`src/rtl/lx32_wb_pkg.sv`:
```
// Shared constants and types for the register-file write-back controller.
package lx32_wb_pkg;
    localparam int XLEN   = 32;
    localparam int NREG   = 32;
    localparam int REG_AW = $clog2(NREG);

    typedef struct packed {
        logic [REG_AW-1:0] rd;
        logic [XLEN-1:0]   data;
    } wb_req_t;

    // Enum value doubles as the bit position in the arbiter grant vector.
    typedef enum logic {
        WB_ALU = 1'b0,
        WB_LSU = 1'b1
    } wb_src_e;
endpackage

```
`src/rtl/regfile_wb_ctrl_if.sv`:
```
// Bus bundle between the ALU/LSU/decode side and the write-back controller.
interface regfile_wb_ctrl_if;
    import lx32_wb_pkg::*;

    // Handshake: a transfer happens at a clock edge where valid & ready are both 1;
    // the requester holds valid, rd and data stable until it sees ready.
    logic              alu_valid;
    logic              alu_ready;
    logic [REG_AW-1:0] alu_rd;
    logic [XLEN-1:0]   alu_data;
    logic              lsu_valid;
    logic              lsu_ready;
    logic [REG_AW-1:0] lsu_rd;
    logic [XLEN-1:0]   lsu_data;

    logic              issue_valid;
    logic [REG_AW-1:0] issue_rd;
    logic [REG_AW-1:0] query_rs1;
    logic [REG_AW-1:0] query_rs2;
    logic              hazard;

    logic [REG_AW-1:0] addr_rd;
    logic [XLEN-1:0]   data_rd;
    logic              we;

    // Observation only: scoreboard contents and arbiter next-pointer.
    logic [NREG-1:0]   pend;
    logic              rr_ptr;

    modport master (
        output alu_valid, alu_rd, alu_data,
        output lsu_valid, lsu_rd, lsu_data,
        output issue_valid, issue_rd, query_rs1, query_rs2,
        input  alu_ready, lsu_ready, hazard,
        input  addr_rd, data_rd, we, pend, rr_ptr
    );

    modport slave (
        input  alu_valid, alu_rd, alu_data,
        input  lsu_valid, lsu_rd, lsu_data,
        input  issue_valid, issue_rd, query_rs1, query_rs2,
        output alu_ready, lsu_ready, hazard,
        output addr_rd, data_rd, we, pend, rr_ptr
    );
endinterface

```
`src/rtl/wb_rr_arb2.sv`:
```
// Two-requester write-back arbiter. LX32_WB_RR_ARB_EN selects round-robin;
// otherwise LSU has fixed priority and no pointer flop exists.
module wb_rr_arb2
    import lx32_wb_pkg::*;
(
    input  logic       clk,
    input  logic       rst,
    input  logic [1:0] req_i,
    output logic [1:0] gnt_o,
    output logic       ptr_nxt_o
);

`ifdef LX32_WB_RR_ARB_EN
    // ptr_q = 1 means LSU is favoured on the next contended cycle.
    logic ptr_q, ptr_d;

    always_comb begin
        gnt_o = req_i;
        ptr_d = ptr_q;
        if (req_i == 2'b11) begin
            gnt_o = ptr_q ? 2'b10 : 2'b01;
            ptr_d = ~ptr_q;
        end
    end

    always_ff @(posedge clk or negedge rst) begin
        if (!rst) begin
            ptr_q <= 1'b1;
        end else begin
            ptr_q <= ptr_d;
        end
    end

    assign ptr_nxt_o = ptr_d;
`else
    logic unused_clk_rst;

    assign unused_clk_rst = clk ^ rst;
    assign gnt_o = req_i[WB_LSU] ? 2'b10 : req_i;
    assign ptr_nxt_o = 1'b1;
`endif

endmodule

```
`src/rtl/regfile_wb_ctrl.sv`:
```
// Write-back controller: arbitrates ALU/LSU onto the registered regfile write
// port and tracks pending writes for decode hazards (LX32_WB_RR_ARB_EN: round-robin).
module regfile_wb_ctrl
    import lx32_wb_pkg::*;
(
    input  logic                    clk,
    input  logic                    rst,
    regfile_wb_ctrl_if.slave        wb
);

    logic [1:0]        gnt;
    logic              xfer;
    logic              hazard;
    wb_req_t           alu_req;
    wb_req_t           lsu_req;
    wb_req_t           win_req;

    logic              we_q, we_d;
    logic [REG_AW-1:0] addr_q, addr_d;
    logic [XLEN-1:0]   data_q, data_d;
    logic [NREG-1:0]   pend_q, pend_d;

    wb_rr_arb2 u_arb (
        .clk       (clk),
        .rst       (rst),
        .req_i     ({wb.lsu_valid, wb.alu_valid}),
        .gnt_o     (gnt),
        .ptr_nxt_o (wb.rr_ptr)
    );

    assign alu_req = '{rd: wb.alu_rd, data: wb.alu_data};
    assign lsu_req = '{rd: wb.lsu_rd, data: wb.lsu_data};
    assign win_req = gnt[WB_LSU] ? lsu_req : alu_req;
    assign xfer    = |gnt;

    assign wb.alu_ready = gnt[WB_ALU];
    assign wb.lsu_ready = gnt[WB_LSU];

    // No forwarding: a pending bit stays set through the commit cycle.
    assign hazard = pend_q[wb.query_rs1] | pend_q[wb.query_rs2] |
                    (wb.issue_valid & pend_q[wb.issue_rd]);
    assign wb.hazard = hazard;

    always_comb begin
        we_d   = xfer && (win_req.rd != '0);
        addr_d = xfer ? win_req.rd : addr_q;
        data_d = xfer ? win_req.data : data_q;

        // Clear first so a same-index set takes priority.
        pend_d = pend_q;
        if (we_q) begin
            pend_d[addr_q] = 1'b0;
        end
        if (wb.issue_valid && !hazard && (wb.issue_rd != '0)) begin
            pend_d[wb.issue_rd] = 1'b1;
        end
        pend_d[0] = 1'b0;
    end

    always_ff @(posedge clk or negedge rst) begin
        if (!rst) begin
            we_q   <= 1'b0;
            addr_q <= '0;
            data_q <= '0;
            pend_q <= '0;
        end else begin
            we_q   <= we_d;
            addr_q <= addr_d;
            data_q <= data_d;
            pend_q <= pend_d;
        end
    end

    assign wb.we      = we_q;
    assign wb.addr_rd = addr_q;
    assign wb.data_rd = data_q;
    assign wb.pend    = pend_q;

endmodule

```
`src/flat_wrapper.sv`:
```
// flat-port wrapper written by rule: the top's interface ports become plain ports
module regfile_wb_ctrl_flat import lx32_wb_pkg::*;
  (clk, rst, wb_alu_valid, wb_alu_rd, wb_alu_data, wb_lsu_valid, wb_lsu_rd, wb_lsu_data, wb_issue_valid, wb_issue_rd, wb_query_rs1, wb_query_rs2, wb_alu_ready, wb_lsu_ready, wb_hazard, wb_addr_rd, wb_data_rd, wb_we, wb_pend, wb_rr_ptr);
  regfile_wb_ctrl_if wb_i ();
  input  logic clk;
  input  logic rst;
  input wire logic [$bits(wb_i.alu_valid)-1:0] wb_alu_valid;
  input wire logic [$bits(wb_i.alu_rd)-1:0] wb_alu_rd;
  input wire logic [$bits(wb_i.alu_data)-1:0] wb_alu_data;
  input wire logic [$bits(wb_i.lsu_valid)-1:0] wb_lsu_valid;
  input wire logic [$bits(wb_i.lsu_rd)-1:0] wb_lsu_rd;
  input wire logic [$bits(wb_i.lsu_data)-1:0] wb_lsu_data;
  input wire logic [$bits(wb_i.issue_valid)-1:0] wb_issue_valid;
  input wire logic [$bits(wb_i.issue_rd)-1:0] wb_issue_rd;
  input wire logic [$bits(wb_i.query_rs1)-1:0] wb_query_rs1;
  input wire logic [$bits(wb_i.query_rs2)-1:0] wb_query_rs2;
  output wire logic [$bits(wb_i.alu_ready)-1:0] wb_alu_ready;
  output wire logic [$bits(wb_i.lsu_ready)-1:0] wb_lsu_ready;
  output wire logic [$bits(wb_i.hazard)-1:0] wb_hazard;
  output wire logic [$bits(wb_i.addr_rd)-1:0] wb_addr_rd;
  output wire logic [$bits(wb_i.data_rd)-1:0] wb_data_rd;
  output wire logic [$bits(wb_i.we)-1:0] wb_we;
  output wire logic [$bits(wb_i.pend)-1:0] wb_pend;
  output wire logic [$bits(wb_i.rr_ptr)-1:0] wb_rr_ptr;
  assign wb_i.alu_valid = wb_alu_valid;
  assign wb_i.alu_rd = wb_alu_rd;
  assign wb_i.alu_data = wb_alu_data;
  assign wb_i.lsu_valid = wb_lsu_valid;
  assign wb_i.lsu_rd = wb_lsu_rd;
  assign wb_i.lsu_data = wb_lsu_data;
  assign wb_i.issue_valid = wb_issue_valid;
  assign wb_i.issue_rd = wb_issue_rd;
  assign wb_i.query_rs1 = wb_query_rs1;
  assign wb_i.query_rs2 = wb_query_rs2;
  assign wb_alu_ready = wb_i.alu_ready;
  assign wb_lsu_ready = wb_i.lsu_ready;
  assign wb_hazard = wb_i.hazard;
  assign wb_addr_rd = wb_i.addr_rd;
  assign wb_data_rd = wb_i.data_rd;
  assign wb_we = wb_i.we;
  assign wb_pend = wb_i.pend;
  assign wb_rr_ptr = wb_i.rr_ptr;
  regfile_wb_ctrl u_core (.clk(clk), .rst(rst), .wb(wb_i));
endmodule
```
`config.mk`:
```
export PLATFORM = sky130hd
export DESIGN_NAME = regfile_wb_ctrl_flat
export DESIGN_NICKNAME = d
export VERILOG_FILES = /design/src/rtl/lx32_wb_pkg.sv /design/src/rtl/regfile_wb_ctrl_if.sv /design/src/rtl/wb_rr_arb2.sv /design/src/rtl/regfile_wb_ctrl.sv /design/src/flat_wrapper.sv
export SDC_FILE = /design/constraint.sdc
export NUM_CORES = 1
export LEC_CHECK = 0
export ABC_AREA = 0
export BUFFER_PORTS_ARGS = -buffer_cell sky130_fd_sc_hd__buf_4
export CAP_MARGIN = 20
export CORE_ASPECT_RATIO = 0.6
export CORE_MARGIN = 4
export CORE_UTILIZATION = 50
export DETAILED_ROUTE_END_ITERATION = 6
export PLACE_DENSITY = 0.82
export SLEW_MARGIN = 15
export SYNTH_ARGS = -nofsm -noshare
export SYNTH_HDL_FRONTEND = slang
export SYNTH_SLANG_ARGS = --single-unit
```
`constraint.sdc`:
```
create_clock -name clk -period 3.2 [get_ports clk]
set_input_delay 0.64 -clock clk [delete_from_list [all_inputs] [get_ports clk]]
set_output_delay 0.64 -clock clk [all_outputs]
set_load 0.01 [all_outputs]
```
==> qor.yml, run 1 <==
cts_buffers: 9
synth_warnings: 0
synth_top_cell_area_share_pct: 39.7
cts_root_buffer: "clkbuf_16"
reg2reg_from: "u_core.wb.pend[28]"
worstMarginPinSlew_ns: 0.882
status: "finished, final reports clean"
synth_seq_area_share_pct: 39.7
dieArea_um2: 10300
final_antenna_net_count: 0
cp-start-kind: "primary input"
setup_violations: 0
gr-total-overflow: 0
nets: 684
crit_chain: "buf_4 > mux4_2 > a32o_1 > a2111oi_4 > nand2b_1 > a21o_1 > buf_4"
max_slew_margin_pct: 41.2
grt_pass1_vias: 4306
fin_tns_setup_ns: 0
cap_violations: 0
diodes: 0
multiInputGateArea_um2: 2450
path_delay_family: "compound AO/OA/AOI/OAI gates"
post_cts_buffers: 0
syn_inst: 434
grt_pass1_wl_um: 23100
final_core_util_pct: 70.7
synth_area_um2: 4350
ys_ff_latch: 69
rows: 26
async_flop_share_pct: 100
crit_top_cell: "buf_4"
worstPathRequired_ns: 2.56
final_hold_viol_count: 0
start_util_pct: 51.3
critPathSlowestCell: "mux4_2"
vias: 4301
fmaxAchievable_mhz: 318
vdd_drop_max_mv: 0.353
rsz0062_at_grt: "false"
portBuffers: 165
synthFlopType: "dfrtp_1"
leakagePower_nw: 2.71
power.density_nw_per_um2: 665
synth_top_cell_by_area: "dfrtp_1"
dp_hpwl_um: 11300
p_total_mw: 3.99
vias_per_cell: 6.08
yosysMostFrequentCell: "nand2_1"
critical_path_buf_inv_count: 2
n_fill_cell: 651
drcViolationCount: 0
htreeDepth: 3
maxSlewViolCount: 0
core_area_um2: 8490
gr-usage-all-layers_pct: 29.3
synth_area_per_cell_um2: 10.0
die_x_um: 128
endpoint_kind: "output port"
drive_gt1_share_pct: 42.9
arrival_ns: 2.51
ioPinCount: 168
drt_pass1_iterations: 5
critPathMaxStageDelay_ns: 0.52
drt_iter0_markers: 528
cts_sinks: 69
synth_fp_nets: 528
skew_ns: 0.00665
path_clk_slew_ns: 0.06
die_y_um: 80.3
routed_wl_um: 15100
antenna_found_initial: 0
path_class: "in2out"
regArea_um2: 1730
finalCritPeriodShare_pct: 98.3
yosysUniqueCellTypes: 47
insertion_delay_ns: 0.33
startpoint: "wb_query_rs2[1]"
synth_common_cells: "nand2_1 (78), dfrtp_1 (69), o21ai_0 (68), mux2i_1 (43), o31ai_2 (30)"
min_path_type: "in2async"
cts_buffer_depth: 2
crit_fanout: 5
grt_max_degree: 70
syn2layout_area_growth_pct: 37.8
ys_top_cells_by_area: "dfrtp_1 (40%), mux2i_1 (9.9%), o31ai_2 (8.6%)"
place_congestion: 1.02
pre_cts_slack_ns: 0.0287
cts_tree: "yes"
synth_edf_count: 0
hold_ws_ns: 0.438
min_period_ns: 3.15
worst_slack_ns: 0.0540
post_drt_wl_per_cell_um: 21.4
## final cells by class
type / instances / area share [%]
inverters: 3 / 0.188
repair buffers: 182 / 23.0
clock inverters: 4 / 0.792
clock buffers: 12 / 4.11
well taps: 112 / 2.34
flip-flops and latches: 69 / 28.8
multi-input cells: 325 / 40.8
## routing by layer
layer	share of wire (%)	GRT usage (%)
met4	2.6	11.7
met2	45	45.0
met5	0	0
met1	40	39.6
met3	13	7.91
## what timing repair did
action,in CTS,in global routing
hold buffers,0,0
endpoints found under the setup margin,0,1
gates resized for setup,0,2
## state kept, by name, summed over array words and instances, names as in the netlist
signal             count
u_core.wb.addr_rd      5
u_core.wb.data_rd     32
u_core.wb.pend        31
u_core.wb.we           1
## cells by family (layout without fill, tap and decap cells)
group	count (synthesis)	after routing	synth area share, %
other	2	2	0.172
multiplexers	68	68	20.5
AO/OA/AOI/OAI	120	120	20.4
flip-flops	69	69	39.7
AND/OR/NAND/NOR	135	135	14.7
buffers and inverters	40	201	4.54
## worst paths after layout
| check | end | slack [ns] | cells past startpoint |
|---|---|---|---|
| worst max-delay path | wb_hazard | 0.05 | 7 |
| worst min-delay path | u_core.wb.pend[6] | 0.44 | 1 |
| worst max register to register | u_core.wb.pend[31] | 0.59 | 7 |
| worst min register to register | u_core.wb.data_rd[14] | 0.57 | 2 |
| max in group asynchronous | u_core.wb.pend[31] | 2.20 | 1 |
| min in group clk | u_core.wb.data_rd[7] | 0.51 | 3 |
## report_power, final
part / total (mW) / switching [mW] / leakage, nW / internal (mW)
Combinational: 1.59 / 0.787 / 1.73 / 0.807
Clock: 0.979 / 0.357 / 0.143 / 0.622
Sequential: 1.42 / 0.344 / 0.836 / 1.08
Total: 3.99 / 1.49 / 2.71 / 2.50
## cells in the final DEF (no fill, tap or decap), drive strengths merged, types with 6 or more instances in the layout
| cell | instances |
|---|---|
| mux2i | 43 |
| nand3b | 6 |
| nor2 | 14 |
| clkbuf | 12 |
| nand2 | 78 |
| mux4 | 16 |
| o31ai | 31 |
| mux2 | 9 |
| dfrtp | 69 |
| buf | 182 |
| o21ai | 68 |
## stage by stage
stage,cell area (um^2),cells
5_1_grt,6000,707
3_5_place_dp,5690,691
3_3_place_gp,5690,691
4_1_cts,5990,707
2_1_floorplan,4350,434
6_report,6000,707
(Power assumes the default switching activity.)
==> run 2: changes to the inputs <==
ABC_AREA = default   (was 0)
CORE_UTILIZATION = 51   (was 50)
CTS_BUF_LIST = sky130_fd_sc_hd__clkbuf_4   (was default)
PLACE_DENSITY = 0.89   (was 0.82)
==> run 2 against run 1 <==
Net effect: sequential share of layout area grew 1.2 points; cell area shrank 3.3%; cell count shrank 1.1%; worst hold slack lost 0.10 ns; worst setup slack gained 0.013 ns; combinational power shrank 4%; via count grew 0.58%; maximum frequency grew 0.41%; sequential cell count is the same; global-route usage shrank 0.99 points; register-to-register slack gained 0.13 ns.
==> qor.yml, run 2 (same netlist as run 1, synthesis figures left out) <==
status: "finished, final reports clean"
die_x_um: 127  # -0.93%
dp_hpwl_um: 10800  # -4.6%
final_core_util_pct: 71.6  # +0.95 points
final_cells: 699  # -1.1%
diodes: 0  # unchanged
nets: 681  # -0.44%
portBuffers: 165  # unchanged
routed_wl_um: 14700  # -3.0%
syn2layout_area_growth_pct: 33.3
fmaxAchievable_mhz: 319  # +0.41%
vias: 4326  # +0.58%
place_area_um2: 5620  # -1.3%
crit_chain: "mux4_2 > or3b_1 > a21oi_1 > nor4_2 > nand2b_1 > a21o_1 > buf_4"
min_path_type: "in2async"
die_y_um: 79.6  # -0.89%
min_period_ns: 3.13  # -0.0129 ns
drive_gt1_share_pct: 44.7  # +1.8 points
rows: 25  # -3.8%
dp_cells: 678  # -1.9%
cp-start-kind: "register"
cap_violations: 0  # unchanged
path_class: "reg2out"
cts_buffers: 9  # unchanged
grt_pass1_wl_um: 22400  # -3.1%
critPathMaxStageDelay_ns: 0.47  # -0.05 ns
final_common_cell: "buf_4"
endpoint_kind: "output port"
critPathSlowestCell: "dfrtp_2"
antenna_found_initial: 0  # unchanged
grt_max_degree: 70  # unchanged
htreeDepth: 3  # unchanged
n_fill_cell: 628  # -3.5%
skew_ns: 0.0163  # +0.00970 ns
hold_buffers: 0  # unchanged
grt_pass1_vias: 4185  # -2.8%
cts_sinks: 69  # unchanged
path_clk_slew_ns: 0.11  # +0.05 ns
gr-total-overflow: 0  # unchanged
cts_tree: "yes"
power.density_nw_per_um2: 591  # -11%
max_slew_margin_pct: 30.5  # -11 points
postLayoutCellArea_um2: 5800  # -3.3%
start_util_pct: 53.7  # +2.5 points
mostFrequentLayoutCells: "buf_4 (178), nand2_1 (78), o21ai_0 (68), dfrtp_1 (58), mux2i_1 (43)"
maxSlewViolCount: 0  # unchanged
worstMarginPinSlew_ns: 1.04  # +0.159 ns
drt_pass1_iterations: 5  # unchanged
worst_slack_ns: 0.0669  # +0.0129 ns
vdd_drop_max_mv: 0.238  # -33%
cts_buffer_depth: 2  # unchanged
gr-usage-all-layers_pct: 28.4  # -0.99 points
critical_path_buf_inv_count: 1  # -1
finalCritPeriodShare_pct: 97.9  # -0.40 points
arrival_ns: 2.49  # -0.02 ns
fin_tns_setup_ns: 0  # unchanged
cts_root_buffer: "clkbuf_4"
drt_iter0_markers: 519  # -1.7%
vias_per_cell: 6.19  # +1.7%
dieArea_um2: 10100  # -1.8%
rsz0062_at_grt: "false"
worstPathRequired_ns: 2.56  # about the same
path_delay_family: "simple AND/OR/NAND/NOR gates"
drcViolationCount: 0  # unchanged
leakagePower_nw: 2.61  # -3.8%
final_hold_viol_count: 0  # unchanged
largest_register_ffs: 32  # unchanged
core_area_um2: 8100  # -4.6%
pre_cts_slack_ns: 0.106  # +0.0773 ns
insertion_delay_ns: 0.41  # +0.08 ns
ioPinCount: 168  # unchanged
post_drt_wl_per_cell_um: 21.0  # -1.9%
place_congestion: 0.988  # -3.1%
final_antenna_net_count: 0  # unchanged
setup_violations: 0  # unchanged
crit_fanout: 5  # unchanged
-- run 2: cell count changes in the layout (fill, tap and decap cells not counted), sizes merged --
cell and change:
clkinvlp -1, clkbuf -1, clkinv +2, buf -3
bufinv -1
-- run 2: layer usage --
layer	GRT usage (%)	part of all wire, %	vias to the layer above
met4	9.85	2.4	0
met2	43.8	46	278
met5	0	0	-
met3	7.02	10	45
met1	39.2	41	2102
li1	-	-	1901
-- run 2: repair_timing --
| action | CTS | global route |
|---|---|---|
| setup buffers | 1 | 5 |
| resized for setup | 3 | 13 |
| endpoints found under the setup margin | 1 | 1 |
| pin swaps | 0 | 1 |
-- run 2: worst register-to-register path, stage by stage, from the launching register on --
cell and delay (ns):
dfrtp_1 0.48, mux4_2 0.49, a32o_2 0.30, a2111oi_4 0.30
buf_4 0.19, nand4_2 0.13, buf_12 0.22, o31ai_2 0.26
-- run 2: final timing paths --
path | from | end | slack, ns | cells past startpoint
setup / recovery | u_core.wb.pend[4] | wb_hazard | 0.07 | 7
hold / removal | rst | u_core.wb.data_rd[14] | 0.34 | 1
setup reg to reg | u_core.wb.pend[26] | u_core.wb.pend[1] | 0.72 | 7
hold reg to reg | u_core.wb.data_rd[2] | u_core.wb.data_rd[2] | 0.59 | 2
max in group asynchronous | rst | u_core.wb.pend[14] | 2.25 | 1
min in group clk | wb_lsu_data[13] | u_core.wb.data_rd[13] | 0.43 | 3
-- run 2: area by class of cell --
cell class | count | area [um^2] | share of cell area (%)
Multi-Input combinational cell | 325 | 2460 | 42.4
Sequential cell | 69 | 1740 | 30.0
Timing Repair Buffer | 179 | 1360 | 23.4
Tap cell | 108 | 135 | 2.33
Clock buffer | 11 | 82.6 | 1.42
Clock inverter | 4 | 16.3 | 0.280
Inverter | 3 | 11.3 | 0.194
-- run 2: report_power, final --
part | internal, mW | leakage (nW) | total (mW) | switching [mW]
Clock | 0.165 | 0.0592 | 0.459 | 0.294
Combinational | 0.795 | 1.73 | 1.53 | 0.731
Sequential | 1.08 | 0.823 | 1.44 | 0.360
-- run 2: per-stage QoR --
step	power, mW	hold WS [ns]
floorplan	2.10	0.344
global placement	2.81	0.549
detailed placement	2.87	0.561
CTS	3.33	0.353
global route	3.58	0.382
finish	3.43	0.337
